## config.mk

```make
export PLATFORM = sky130hd
export DESIGN_NAME = ret_stack
export DESIGN_NICKNAME = d
export VERILOG_FILES = /design/src/rtl/ret_stack.sv
export SDC_FILE = /design/constraint.sdc
export NUM_CORES = 1
export LEC_CHECK = 0
export ABC_AREA = 1
export CAP_MARGIN = 20
export CORE_ASPECT_RATIO = 1.4
export CORE_MARGIN = 3
export CORE_UTILIZATION = 40
export CTS_CLUSTER_SIZE = 24
export DETAILED_ROUTE_END_ITERATION = 6
export GPL_TIMING_DRIVEN = 0
export SETUP_SLACK_MARGIN = 0.4
export SLEW_MARGIN = 0
export SYNTH_ARGS = -nofsm -noshare
export SYNTH_HDL_FRONTEND = slang
export SYNTH_SLANG_ARGS = --single-unit
```

## constraint.sdc

```tcl
create_clock -name clk -period 3.85 [get_ports clk]
set_input_delay 0.385 -clock clk [delete_from_list [all_inputs] [get_ports clk]]
set_output_delay 0.385 -clock clk [all_outputs]
set_load 0.05 [all_outputs]
```

## src/rtl/ret_stack.sv

```systemverilog
// LIFO return-address stack with circular storage, sticky overflow/underflow flags.
// Define RET_STACK_WRAP_EN to make a push onto a full stack overwrite the oldest entry.
module ret_stack #(
  parameter int DATA_WIDTH = 32,
  parameter int DEPTH      = 8
) (
  input  logic                       clk,
  input  logic                       rst,
  input  logic                       push,
  input  logic [DATA_WIDTH-1:0]      push_data,
  input  logic                       pop,
  input  logic                       clear,
  output logic [DATA_WIDTH-1:0]      top_data,
  output logic [$clog2(DEPTH+1)-1:0] count,
  output logic                       empty,
  output logic                       full,
  output logic                       overflow,
  output logic                       underflow
);

  localparam int AW = $clog2(DEPTH);
  localparam int CW = $clog2(DEPTH+1);

  logic [DATA_WIDTH-1:0] mem [DEPTH];
  logic [AW-1:0]         base;
  logic [AW-1:0]         top_idx;
  logic [AW-1:0]         push_idx;

  logic                  wr_en;
  logic [AW-1:0]         wr_idx;
  logic [CW-1:0]         nxt_count;
  logic [AW-1:0]         nxt_base;
  logic                  set_ovf;
  logic                  set_unf;

  assign empty = (count == '0);
  assign full  = (count == CW'(DEPTH));

  // Indices wrap for free because DEPTH is a power of two.
  assign top_idx  = base + AW'(count) - AW'(1);
  assign push_idx = base + AW'(count);

  assign top_data = empty ? '0 : mem[top_idx];

  always_comb begin
    // NOTE: every output gets a default first so no path can infer a latch.
    wr_en     = 1'b0;
    wr_idx    = push_idx;
    nxt_count = count;
    nxt_base  = base;
    set_ovf   = 1'b0;
    set_unf   = 1'b0;
    if (clear) begin
      wr_en = 1'b0;
    end else if (push && pop && !empty) begin
      wr_en  = 1'b1;
      wr_idx = top_idx;
    end else if (push && !full) begin
      wr_en     = 1'b1;
      nxt_count = count + CW'(1);
    end else if (push) begin
      set_ovf = 1'b1;
`ifdef RET_STACK_WRAP_EN
      // The oldest slot sits at base; reuse it and slide the window forward.
      wr_en    = 1'b1;
      wr_idx   = base;
      nxt_base = base + AW'(1);
`endif
    end else if (pop && !empty) begin
      nxt_count = count - CW'(1);
    end else if (pop) begin
      set_unf = 1'b1;
    end
  end

  // NOTE: state registers use non-blocking assignments so all flops update together.
  always_ff @(posedge clk or posedge rst) begin
    if (rst) begin
      count     <= '0;
      base      <= '0;
      overflow  <= 1'b0;
      underflow <= 1'b0;
    end else if (clear) begin
      count     <= '0;
      base      <= '0;
      overflow  <= 1'b0;
      underflow <= 1'b0;
    end else begin
      count     <= nxt_count;
      base      <= nxt_base;
      overflow  <= overflow | set_ovf;
      underflow <= underflow | set_unf;
    end
  end

  // NOTE: storage is deliberately not reset; empty masks it on top_data.
  always_ff @(posedge clk) begin
    if (wr_en && !rst) mem[wr_idx] <= push_data;
  end

endmodule

```

Word-level counts from Yosys, hierarchy flattened:

Memory sizes are Yosys's and may differ from the RTL's.
Cells that the tools add are included.

* output and inout bits: 40
* word-level logic and storage cells: 48
* memory bits (writable): 256
* memories: 1
* bits of input ports: 37
* register bits: 6

Memory list
* mem: depth 8, width 32, read ports 1, clocked after memory_dff 0, wr ports 1, line 24 `logic [DATA_WIDTH-1:0] mem [DEPTH];`

* bitwise operators: 2
* multiplexer cells: 25
* reductions and logical operators: 11
* equal/unequal tests: 3
* add/subtract/negate cells: 3

Operator list (number)
* two-way mux 32 bit: 1
* two-way mux 4 bit: 5
* two-way mux 1 bit: 17
* two-way mux 3 bit: 2
* logical AND 1 bit: 5
* adder 4 x 1 -> 4 bit, second input constant: 1
* equality test 4 bit, second input constant: 1
* logical NOT 4 bit: 1
* subtractor 4 x 1 -> 4 bit, second input constant: 1
* logical NOT 1 bit: 3
* inequality test 3 x 1 -> 1 bit, second input constant: 1
* AND reduction 3 bit: 1
* nonzero test 3 bit: 1
* subtractor 3 x 1 -> 3 bit, second input constant: 1
* inequality test 2 bit, second input constant: 1
* bitwise OR 1 bit: 2

Logic depth before layout (Yosys ltp):

* depth after elaboration: 10
* depth in mapped cells: 16
* gate-level depth less buffers: 13

Least setup slack after synthesis:

No wires, ideal clock.

* path type: flip-flop to flip-flop
* start: register count[0]
* end: memory mem[2][0], enable pin
* setup time: 0.421 ns
* period minus slack after synthesis: 3.805 ns
* buffers on the path: 5
* data arrival time: 3.384 ns
* setup slack: 0.045 ns
* data required time: 3.429 ns
* stages on the path, launching flop included: 11
* cell sequence: dfrtp_1 > buf_6 > inv_4 > buf_6 > buf_4 > ha_1 > buf_2 > buf_2 > o21ai_2 > nand2_1 > nor2_1

* cells in the longest elaborated chain, start to end: 9
* elaborated cells between the ends (all ways): 15
* those cells by class: 1 x add/sub; 1 x eq/ne; 7 x mux; 6 x reduce/logical

Ends and longest elaborated chain
* from (decl): line 14 `output logic [$clog2(DEPTH+1)-1:0] count,`
* from (signal assigned): line 89 `count <= nxt_count;`
* equality test 4 bit: line 37 `assign full = (count == CW'(DEPTH));`
* logical NOT 1 bit: line 58 `end else if (push && !full) begin`
* logical AND 1 bit: line 58
* two-way mux 1 bit: line 58
* two-way mux 1 bit: line 55 `end else if (push && pop && !empty) begin`
* two-way mux 1 bit: line 53 `if (clear) begin`
* logical AND 1 bit: line 98 `if (wr_en && !rst) mem[wr_idx] <= push_data;`
* two-way mux 1 bit: line 98
* two-way mux 1 bit (not written as such): line 98
* to (decl): line 24

Several ways; a longest one is shown, not always the timed one.

Worst setup path in the final report:

* start: register count[0]
* end: output top_data[12]

* cells in the longest elaborated chain, start to end: 3
* elaborated cells between the ends (all ways): 4
* those cells by class: 1 x add/sub; 1 x mux; 1 x reduce/logical; 1 x memory

Ends and longest elaborated chain
* subtractor 3 x 1 -> 3 bit: line 40 `assign top_idx = base + AW'(count) - AW'(1);`
* memory read (8 x 32 bit)
* two-way mux 32 bit *: line 43 `assign top_data = empty ? '0 : mem[top_idx];`
* to (decl): line 13 `output logic [DATA_WIDTH-1:0] top_data,`

Every way passes the cells marked *; elsewhere a longest branch is shown, timed or not.

==> results.py <==
metrics = {
    "outcome": {
        "status": "finished, final reports clean",
    },
    "logic_synthesis": {
        "synth_common_cells": "edfxtp_1, nor2_1, nand2_1",
        "yosys.area.top_type": "edfxtp_1",
        "ys.flop_type": "edfxtp_1",
        "ys_ff_latch": 262,
        "yosysUniqueCellTypes": 29,
        "syn_inst": 919,
        "synth_edf_count": 256,
        "synth_area_mm2": 0.0108,
        "synth_top_area_share_pct": 70.9,
        "seq_area_frac_synth_pct": 72.3,
        "synth_area_leaders": "edfxtp_1, nor2_1, nand2_1",
        "synth_most_common_cell": "edfxtp_1",
        "ys.warnings.count": 0,
        "ys_async_sr_fraction_pct": 2.29,
        "syn-num-nets": 960,
        "avgSynthCellArea_um2": 11.8,
    },
    "sta": {
        "drv_slew": 0,
        "timing.slew.headroom_pct": 56.9,
        "fmax_ghz": 0.304,
        "rsz0062_at_grt": "false",
        "finalCriticalPeriod_ns": 3.29,
        "worst-slew-pin-transition_ns": 0.645,
        "timing.hold.ws_ns": 0.0900,
        "period_share_pct": 85.6,
        "skew_ns": 0.0104,
        "setup_viol": 0,
        "fin_ws_ns": 0.556,
        "hold_violations": 0,
    },
    "die": {
        "die_area_mm2": 0.0291,
        "ios": 77,
        "core_area_mm2": 0.0264,
        "initial_core_util_pct": 41.1,
        "fp.dieH_um": 201,
        "die_w_um": 145,
        "rows": 70,
    },
    "critical_path": {
        "crit_required_ns": 3.46,
        "arrival_ns": 2.91,
        "worstSetupStartpointType": "flip-flop",
        "ff2ff_setup_slack_ns": 0.73,
        "slowest_delay_ns": 0.40,
        "crit_path_top_delay_cell": "dfrtp_1",
        "critPathKind": "flip-flop to primary output",
        "path_cells": "buf_6 > inv_4 > buf_8 > buf_8 > ha_2 > clkbuf_4 > clkbuf_4 > nor2_1 > o21ai_0 > nand3_1 > nand2_1 > nor2_1 > buf_4",
        "cp-end-kind": "primary output",
        "critPathMaxFanout": 11,
    },
    "placed_design": {
        "portBuffers": 76,
        "place_congestion": 0.766,
        "post-place-ws_ns": 0.139,
        "hpwl_mm": 16.9,
        "dpl.cell_count": 1363,
    },
    "clock_network": {
        "clk_pin_slew_worst_paths_ns": 0.06,
        "cts-root-buf": "clkbuf_16",
        "clock_path_buffers": 3,
        "postCtsHoldBufs": 0,
        "cts_htree_levels": 1,
        "cts_made_buffers": 26,
        "clkLatencyLatePin_ns": 0.53,
        "tritoncts": "done",
        "cts.sinks": 262,
    },
    "grt": {
        "grt_max_degree": 27,
        "grt.total_usage_pct": 16.9,
        "grt_pass1_vias": 6902,
        "antenna_found_initial": 0,
        "grt_overflow": 0,
        "grt_pass1_wl_mm": 38.8,
    },
    "final_layout": {
        "fill_cells": 2305,
        "utilization_pct": 50.2,
        "area_delta_synth_final_pct": 22.2,
        "layout-drive-gt1-share_pct": 15.5,
        "layout.nets": 1076,
        "fin_cells": 1412,
        "insertedDiodeCount": 0,
    },
    "detailed_routing": {
        "routed_wirelength_mm": 25.2,
        "first_pass_iters": 6,
        "wl_per_cell_um": 17.8,
        "vias": 7042,
        "vias_per_cell": 4.99,
        "drt_iter0_markers": 525,
        "ant_nets": 0,
        "drc_errors": 0,
    },
    "pwr": {
        "leakagePower_nw": 4.80,
        "p_per_area_mw_per_mm2": 894,
        "max-vdd-ir-drop_mv": 0.428,
        "power.total_mw": 11.8,
    },
    "flow_run": {
        "cap_viol_max_count": 0,
    },
    "min_path": {
        "hp-class": "input port to asynchronous set/reset pin",
    },
}
[where the power goes]
part	internal [mW]	switching, mW	leakage (nW)	total, mW
sequential	3.29	0.0459	2.39	3.33
clock	1.54	1.03	0.433	2.58
combinational	1.85	4.09	1.98	5.94
[repair_timing]
item                                    in CTS  in global routing
pin swaps                                    0                  2
endpoints found under the setup margin      32                 30
gates resized for setup                    191                 43
buffers inserted                             0                  4
gates cloned                                 0                  0
endpoints found under the hold margin        0                  0
[worst max-delay path: cells and delay by family, from the launching register on]
kind	cells	cell delay, ns
buffers and inverters	7	1.17
and+or+nand+nor	4	0.42
DFF	1	0.40
adders and majority gates	1	0.29
AOI/OAI and AO/OA	1	0.09
[layer usage]
metal | track usage, % | part of all wire (%)
met1 | 21.0 | 41
met5 | 0 | 0
met3 | 2.48 | 4.6
met4 | 5.57 | 2.4
met2 | 30.3 | 52
[final timing paths]
check	startpoint	end	cells past startpoint
max	count[0]	top_data[12]	13
max reg2reg	count[0]	mem[4][22]	11
min reg2reg	overflow	overflow	2
max in group asynchronous	rst	count[0]	2
min	rst	overflow	2
min in group clk	overflow	overflow	2
[state kept, by name, summed over array words and instances, names as in the netlist]
name and count:
mem 256, count 4, overflow 1, underflow 1
[cells by family after synthesis]
family / count (synthesis) / synth area share [%]
and+or+nand+nor: 417 / 15.3
DFF: 262 / 72.3
AOI/OAI and AO/OA: 168 / 7.84
buffers and inverters: 67 / 3.98
adders and majority gates: 4 / 0.531
xor gates and xnor gates: 1 / 0.0808
[final cells by class]
type                       instances  area (um^2)  area share, %
sequential                       262         7840           59.2
multi-input combinational        590         2670           20.1
timing repair buffer              88          948           7.16
clock buffer                      30          687           5.19
tap                              360          450           3.40
buffer                            52          412           3.11
clock inverter                    15          183           1.38
inverter                          15         58.8          0.444
[through the flow]
| step | TNS, ns | area [um^2] |
|---|---|---|
| global route | 0 | 13200 |
| floorplan | 0 | 10900 |
| CTS | 0 | 13100 |
| detailed placement | 0 | 12300 |
| global placement | -84.36 | 12100 |
| finish | 0 | 13200 |
[layout by cell type, fill, tap and decap left out, types with 27 or more instances in the layout]
cell and count:
o21ai_0 73, clkdlybuf4s50_1 44, nand2_1 162, nand3_1 40
buf_6 28, clkbuf_16 27, a21oi_1 35, nor2_1 187
edfxtp_1 256, o21ai_1 57
Note: power is estimated with default switching activity, not from simulation.
